## src/rtl/lfsr_rr_server.sv

```systemverilog
// rtl/lfsr_rr_server.sv - shared 5-bit LFSR served to NREQ requesters by a round-robin arbiter
//
// Ports:
//   clk, reset        rising-edge clock, asynchronous active-low reset
//   req[NREQ]         level requests; one LFSR value is consumed per grant
//   gnt[NREQ]         registered one-hot grant, one-cycle pulse
//   rnd_valid         registered, high together with any gnt bit
//   rnd_data[5]       LFSR value handed to the grantee (pre-advance)
//   rnd_id[IDW]       index of the grantee
//   seed_valid, seed  seed load request/value; zero seed is replaced by INIT
//   seed_ready        low only during the one-cycle SEED state
//   busy              high while in ARB or SEED
module lfsr_rr_server #(
    parameter int         NREQ = 4,
    parameter int         IDW  = 2,
    parameter logic [4:0] INIT = 5'b00001
) (
    input  logic            clk,
    input  logic            reset,
    input  logic [NREQ-1:0] req,
    output logic [NREQ-1:0] gnt,
    output logic            rnd_valid,
    output logic [4:0]      rnd_data,
    output logic [IDW-1:0]  rnd_id,
    input  logic            seed_valid,
    input  logic [4:0]      seed,
    output logic            seed_ready,
    output logic            busy
);

    typedef enum logic [1:0] {
        IDLE = 2'd0,
        ARB  = 2'd1,
        SEED = 2'd2
    } state_t;

    state_t          state_q, state_d;
    logic [4:0]      lfsr_q, lfsr_d;
    logic [IDW-1:0]  rr_ptr_q, rr_ptr_d;
    logic [NREQ-1:0] gnt_q, gnt_d;
    logic            rnd_valid_q, rnd_valid_d;
    logic [4:0]      rnd_data_q, rnd_data_d;
    logic [IDW-1:0]  rnd_id_q, rnd_id_d;

    logic            found;
    logic [IDW-1:0]  win;
    logic [IDW-1:0]  idx;
    int              tmp;

    // Round-robin search: first set request strictly after rr_ptr, wrapping.
    always_comb begin
        found = 1'b0;
        win   = '0;
        idx   = '0;
        tmp   = 0;
        for (int i = 1; i <= NREQ; i++) begin
            tmp = int'(rr_ptr_q) + i;
            if (tmp >= NREQ) begin
                tmp = tmp - NREQ;
            end
            idx = tmp[IDW-1:0];
            if (!found && req[idx]) begin
                found = 1'b1;
                win   = idx;
            end
        end
    end

    always_comb begin
        state_d     = state_q;
        lfsr_d      = lfsr_q;
        rr_ptr_d    = rr_ptr_q;
        gnt_d       = '0;
        rnd_valid_d = 1'b0;
        rnd_data_d  = rnd_data_q;
        rnd_id_d    = rnd_id_q;

        if (state_q == SEED) begin
            // Requests are deliberately ignored on the edge leaving SEED.
            state_d = (|req) ? ARB : IDLE;
        end else if (seed_valid) begin
            state_d = SEED;
            lfsr_d  = (seed == 5'd0) ? INIT : seed;
        end else if (found) begin
            state_d      = ARB;
            gnt_d[win]   = 1'b1;
            rnd_valid_d  = 1'b1;
            rnd_data_d   = lfsr_q;
            rnd_id_d     = win;
            lfsr_d       = {lfsr_q[0] ^ lfsr_q[2], lfsr_q[4:1]};
            rr_ptr_d     = win;
        end else begin
            state_d = IDLE;
        end
    end

    always_ff @(posedge clk or negedge reset) begin
        if (!reset) begin
            state_q     <= IDLE;
            lfsr_q      <= INIT;
            rr_ptr_q    <= IDW'(NREQ - 1);
            gnt_q       <= '0;
            rnd_valid_q <= 1'b0;
            rnd_data_q  <= 5'd0;
            rnd_id_q    <= '0;
        end else begin
            state_q     <= state_d;
            lfsr_q      <= lfsr_d;
            rr_ptr_q    <= rr_ptr_d;
            gnt_q       <= gnt_d;
            rnd_valid_q <= rnd_valid_d;
            rnd_data_q  <= rnd_data_d;
            rnd_id_q    <= rnd_id_d;
        end
    end

    assign gnt        = gnt_q;
    assign rnd_valid  = rnd_valid_q;
    assign rnd_data   = rnd_data_q;
    assign rnd_id     = rnd_id_q;
    assign seed_ready = (state_q != SEED);
    assign busy       = (state_q == ARB) || (state_q == SEED);

endmodule
```

## config.mk

```make
export PLATFORM = sky130hd
export DESIGN_NAME = lfsr_rr_server
export DESIGN_NICKNAME = d
export VERILOG_FILES = /design/src/rtl/lfsr_rr_server.sv
export SDC_FILE = /design/constraint.sdc
export NUM_CORES = 1
export LEC_CHECK = 0
export CAP_MARGIN = 5
export CORE_MARGIN = 8
export CORE_UTILIZATION = 47
export DETAILED_ROUTE_END_ITERATION = 10
export GPL_TIMING_DRIVEN = 0
export PLACE_DENSITY = 0.78
export RECOVER_POWER = 100
export SYNTH_ARGS = -nofsm -noshare
export SYNTH_HDL_FRONTEND = slang
export SYNTH_SLANG_ARGS = --single-unit
```

## constraint.sdc

```tcl
create_clock -name clk -period 1.9 [get_ports clk]
set_input_delay 0.38 -clock clk [delete_from_list [all_inputs] [get_ports clk]]
set_output_delay 0.38 -clock clk [all_outputs]
set_load 0.1 [all_outputs]
```

* After elaboration in Yosys (flattened, before gate mapping)
Cells that the tools add are included.
** Cells by class
- Bitwise gates (word level) :: 3
- Mux-type cells :: 35
- Add/sub/neg operators :: 8
- $lt $le $gt $ge :: 10
- Reductions and logical operators :: 13
- Equality and inequality tests :: 3
** Operator list (number)
- two-way mux 2 bit :: 10
- less-than comparator 2 x 3 -> 1 bit (second input constant) :: 5
- two-way mux 5 bit :: 3
- two-way mux 1 bit :: 14
- two-way mux 4 bit :: 3
- >= comparator 3 bit (second input constant) :: 3
- binary-select mux 1 bit (select 2 bit) :: 4
- subtractor 2 x 1 -> 2 bit (second input constant) :: 4
- adder 2 x 2 -> 3 bit (second input constant) :: 2
- zero test 5 bit :: 1
- adder 2 x 3 -> 4 bit (second input constant) :: 1
- >= comparator 4 x 3 -> 1 bit (second input constant) :: 1
- logical AND 1 bit :: 4
- OR reduction 4 bit :: 1
- adder 2 x 1 -> 3 bit (second input constant) :: 1
- zero test 1 bit :: 3
- AND reduction 3 bit :: 1
- demux 1 bit (select 2 bit) :: 1
- == test 2 x 1 -> 1 bit (second input constant) :: 1
- == test 2 bit (second input constant) :: 1
- >= comparator 2 x 1 -> 1 bit (second input constant) :: 1
- inequality test 2 bit (second input constant) :: 1
- NOT 1 bit :: 2
- AND reduction 2 bit :: 1
- other kinds (3) :: 3
** Word-level totals
- Input port bits :: 12
- Flip-flop bits (word level) :: 21
- Word-level logic and storage cells :: 79

* Depth between registers and ports, before layout
- Depth after elaboration :: 22
- Gate-level depth with buffers :: 6

* Least setup slack after synthesis
No wires, ideal clock.
- Path kind :: register to register
- From :: register state_q[0]
- To :: register lfsr_q[1]
- Arrival time :: 1.743 ns
- Clock period less this slack :: 1.868 ns
- Path buffers :: 0
- Required time :: 1.775 ns
- Cell stages (with the launch flop) :: 6
- Setup slack :: 0.032 ns
- Cell sequence :: dfrtp_1 inv_1 ha_1 inv_1 o21a_4 mux2_4
** On the way
- Word-level cells in the longest chain between the ends :: 3
** Ends and longest elaborated chain
- start, declared :: RTL line 37 : state_t state_q, state_d;
- start signal, assigned :: RTL line 107 : state_q <= state_d;
- == test 2 bit :: RTL line 78 : if (state_q == SEED) begin
- NOT 1 bit (no line)
- AND reduction 2 bit (no line)
- end signal, assigned :: RTL line 108 : lfsr_q <= lfsr_d;
- end, declared :: RTL line 38 : logic [4:0] lfsr_q, lfsr_d;
No other way between the ends.
A chain may end at the register's enable or synchronous reset.

* Worst setup path in the final report
- From :: input port req[1]
- To :: register lfsr_q[3]
** On the way
- Word-level cells in the longest chain between the ends :: 14
- Elaborated cells between the ends (all ways) :: 20
- Those cells by class :: mux: 12; reduce/logical: 8
** Ends and longest elaborated chain
- start, declared :: RTL line 20 : input logic [NREQ-1:0] req,
- binary-select mux 1 bit (select 2 bit) :: RTL line 62 : if (!found && req[idx]) begin
- two-way mux 1 bit (not written as such) :: RTL line 62
- two-way mux 1 bit :: RTL line 62
- zero test 1 bit :: RTL line 62
- logical AND 1 bit :: RTL line 62
- two-way mux 1 bit :: RTL line 62
- zero test 1 bit :: RTL line 62
- logical AND 1 bit :: RTL line 62
- two-way mux 1 bit :: RTL line 62
- zero test 1 bit :: RTL line 62
- logical AND 1 bit :: RTL line 62
- two-way mux 1 bit * :: RTL line 62
- nonzero test 2 bit (no line) *
- AND reduction 2 bit (no line) *
Mark *: on every way between the ends. The rest lies on a longest branch, timed or not. The select of a mux whose other input is x is not followed.

==> flow_summary.ini <==
[cts]
cts_htree_levels = 1
clock-sinks = 21
ctsHoldBuffers = 0
cts-buffers-inserted = 3
cts_root_buffer = clkbuf_4
clk_pin_slew_ns = 0.10
cts_tree = done
clk_latency_ns = 0.30
clockBufferDepth = 2

[power]
p_sw_uw = 838
power_density_nw_per_um2 = 1380
p_clk_frac = 0.121
combPwrFrac = 0.502
vdd_ir_drop_max_mv = 0.856
pwr-share-seq = 0.377
p_leak_uw = 0.000559
p_sw_frac = 0.496
internal_power_uw = 850

[placement]
hpwl_um = 1560
numPortBuffers = 24
routabilityCongestion = 0.785

[critical_path]
critPathBufInv = 1
cpPeakStageDelay_ns = 0.60
critical_path_class = input port to register
crit_fanout = 5
crit_path_end_kind = register
startpoint_type = input port
path_delay_family = simple AND/OR/NAND/NOR gates
cp.arrival_ns = 2.07
slowest_stage = or4_4
crit_required_ns = 2.09
crit_chain = clkdlybuf4s50_1 > or4_4 > o21a_2 > mux2_1

[sta]
timing.final.hold_violations = 0
min_period_ns = 1.87
rsz0062_at_grt = no
final_max_slew_viol_count = 0
hold_slack_ns = 0.431
tns_ns = 0
skew_ns = 0.00242
max_freq_mhz = 534
max_slew.worst_pin.slew_ns = 0.964
slew_headroom = 0.360
setup_viol = 0
fin_crit_sh = 0.985

[synth]
synthDistinctLibCells = 29
yosysWarnings = 0
synth_compound_area_frac = 0.106
synthCells = 76
synth_area_leaders = dfrtp_1, mux2_2, dfstp_2, mux2_4, o32a_1
syn-cell-area_um2 = 991
ys_ff_latch = 21
syn_area_per_cell_um2 = 13.0
synthAdderAreaFrac = 0.0126
yosys.area.top_type = dfrtp_1
synthMuxAreaShare = 0.199
synthSimpleGateAreaFrac = 0.111
synth_xor_area_frac = 0.00884
synth_top_family_by_area = multiplexers
syn_nets = 89
yosysSeqAreaShare = 0.534
yosys.area.top_type_share = 0.455

[detailed_routing]
drc_errors = 0
wire_per_inst_um = 14.7
firstDrtPassIters = 4
vias = 695
drt_iter0_markers = 8
wirelength_um = 1930
vias_per_cell = 5.31
antenna_left = 0

[status]
run_status = complete, no violations

[final_layout]
layout-drive-gt1-share = 0.346
nets = 118
syn_to_final_growth_pct = 23.7
n_antenna_cell = 0

[global_routing]
grt_pass1_vias = 682
grt_pass1_wl_um = 3040
grt_max_degree = 22
track_usage = 0.110
grt_remaining_overflow = 0
antenna_found_initial = 0

[die]
die_x_um = 61.9
ioPinCount = 26
die_h_um = 61.9
num_rows = 16
initial_core_util = 0.500
core_um2 = 1980
die_area_um2 = 3830

[hold_path]
hp-class = input port to register

[flow_run]
max_cap_violations = 0
-- routing by layer --
metal / global-route usage / share of wire
met5: 0 / 0
met4: 0.0552 / 0.0098
met3: 0.0432 / 0.075
met2: 0.186 / 0.51
met1: 0.117 / 0.41
-- power by group through the flow --
stage	registers [uW]	logic (uW)	clock network, uW
after CTS	637	882	213
final	637	848	204
after global routing	653	884	231
after global placement	640	911	0
after floorplan	1090	248	0
after detailed placement	646	923	0
-- synth_stat cells --
master	count
a31oi_1	3
o21a_4	1
o32a_1	2
a21oi_1	3
nand2_1	1
inv_1	5
mux2_2	10
or4_4	1
nor4_1	1
o31a_1	1
o31ai_1	1
dfrtp_1	18
o21ai_0	1
or2_2	1
nor2b_1	3
buf_2	1
dfstp_2	3
inv_2	1
xnor2_1	1
or2b_1	1
and4_1	2
nand2_4	1
or4_1	1
a211oi_1	2
mux2_4	5
nor2_1	3
ha_1	1
mux2i_1	1
and3b_1	1
-- through the flow --
stage,utilization,setup WS [ns],total power [uW],cells,area [um2]
3_3_place_gp,0.638,-0.277,1550,127,1260
3_5_place_dp,0.638,-0.281,1570,127,1260
4_1_cts,0.643,0.000644,1730,131,1270
6_report,0.619,0.0285,1690,131,1230
5_1_grt,0.619,0.00705,1770,131,1230
2_1_floorplan,-,0.0315,1340,76,991
-- placed cells by master (no fill, tap or decap), types with 2 or more instances in the layout --
cell type	netlist	routed
dfrtp_1	18	18
mux2_2	10	10
clkdlybuf4s50_1	0	9
clkbuf_2	0	9
inv_1	5	6
mux2_4	5	4
buf_2	1	3
nor2b_1	3	3
nor2_1	3	3
a21oi_1	3	3
a31oi_1	3	3
clkbuf_4	0	3
dfstp_2	3	3
clkdlybuf4s15_1	0	3
o32a_1	2	2
and4_1	2	2
a211oi_1	2	2
-- final cells by class --
class	count	area [um2]
Fill cell	152	756
Sequential cell	21	529
Multi-Input combinational cell	48	424
Timing Repair Buffer	24	185
Tap cell	27	33.8
Clock buffer	4	26.3
Inverter	6	22.5
Buffer	1	5.00
-- logic make-up (layout without fill, tap and decap cells) --
group | after synthesis | count (layout)
flip-flops | 21 | 21
AND/OR/NAND/NOR | 16 | 16
XOR/XNOR | 1 | 1
buffers and inverters | 7 | 35
adder cells (fa/ha/maj) | 1 | 1
AO/OA/AOI/OAI | 14 | 14
multiplexers | 16 | 16
-- sequential cells by signal, summed over array words and instances, names as in the netlist --
| signal | cells |
|---|---|
| rnd_id | 2 |
| rr_ptr_q | 2 |
| state_q | 2 |
| lfsr_q | 5 |
| rnd_valid | 1 |
| gnt | 4 |
| rnd_data | 5 |
-- worst paths after layout --
| kind | to | slack (ns) | startpoint | cells past startpoint |
|---|---|---|---|---|
| worst max register to register | rnd_id[1] | 0.26 | state_q[0] | 6 |
| worst min-delay path | state_q[1] | 0.43 | seed_valid | 2 |
| max in group asynchronous | rnd_valid | 0.74 | reset | 1 |
| worst min register to register | rnd_data[4] | 0.51 | rnd_data[4] | 1 |
| worst max-delay path | lfsr_q[3] | 0.03 | req[1] | 4 |
| min in group asynchronous | state_q[0] | 0.63 | reset | 1 |
-- what timing repair did --
item	in CTS	in global routing
resized for setup	28	15
setup buffers	0	0
endpoints found under the setup margin	14	11
-- worst register-to-register path: cells and delay by family, from the launching register on --
family / cells / cell delay, ns
adder cells (fa/ha/maj): 1 / 0.22
buffers and inverters: 2 / 0.24
flip-flops: 1 / 0.33
multiplexers: 1 / 0.35
AND/OR/NAND/NOR: 2 / 0.39
No activity file was read; power rests on OpenSTA's default activity.
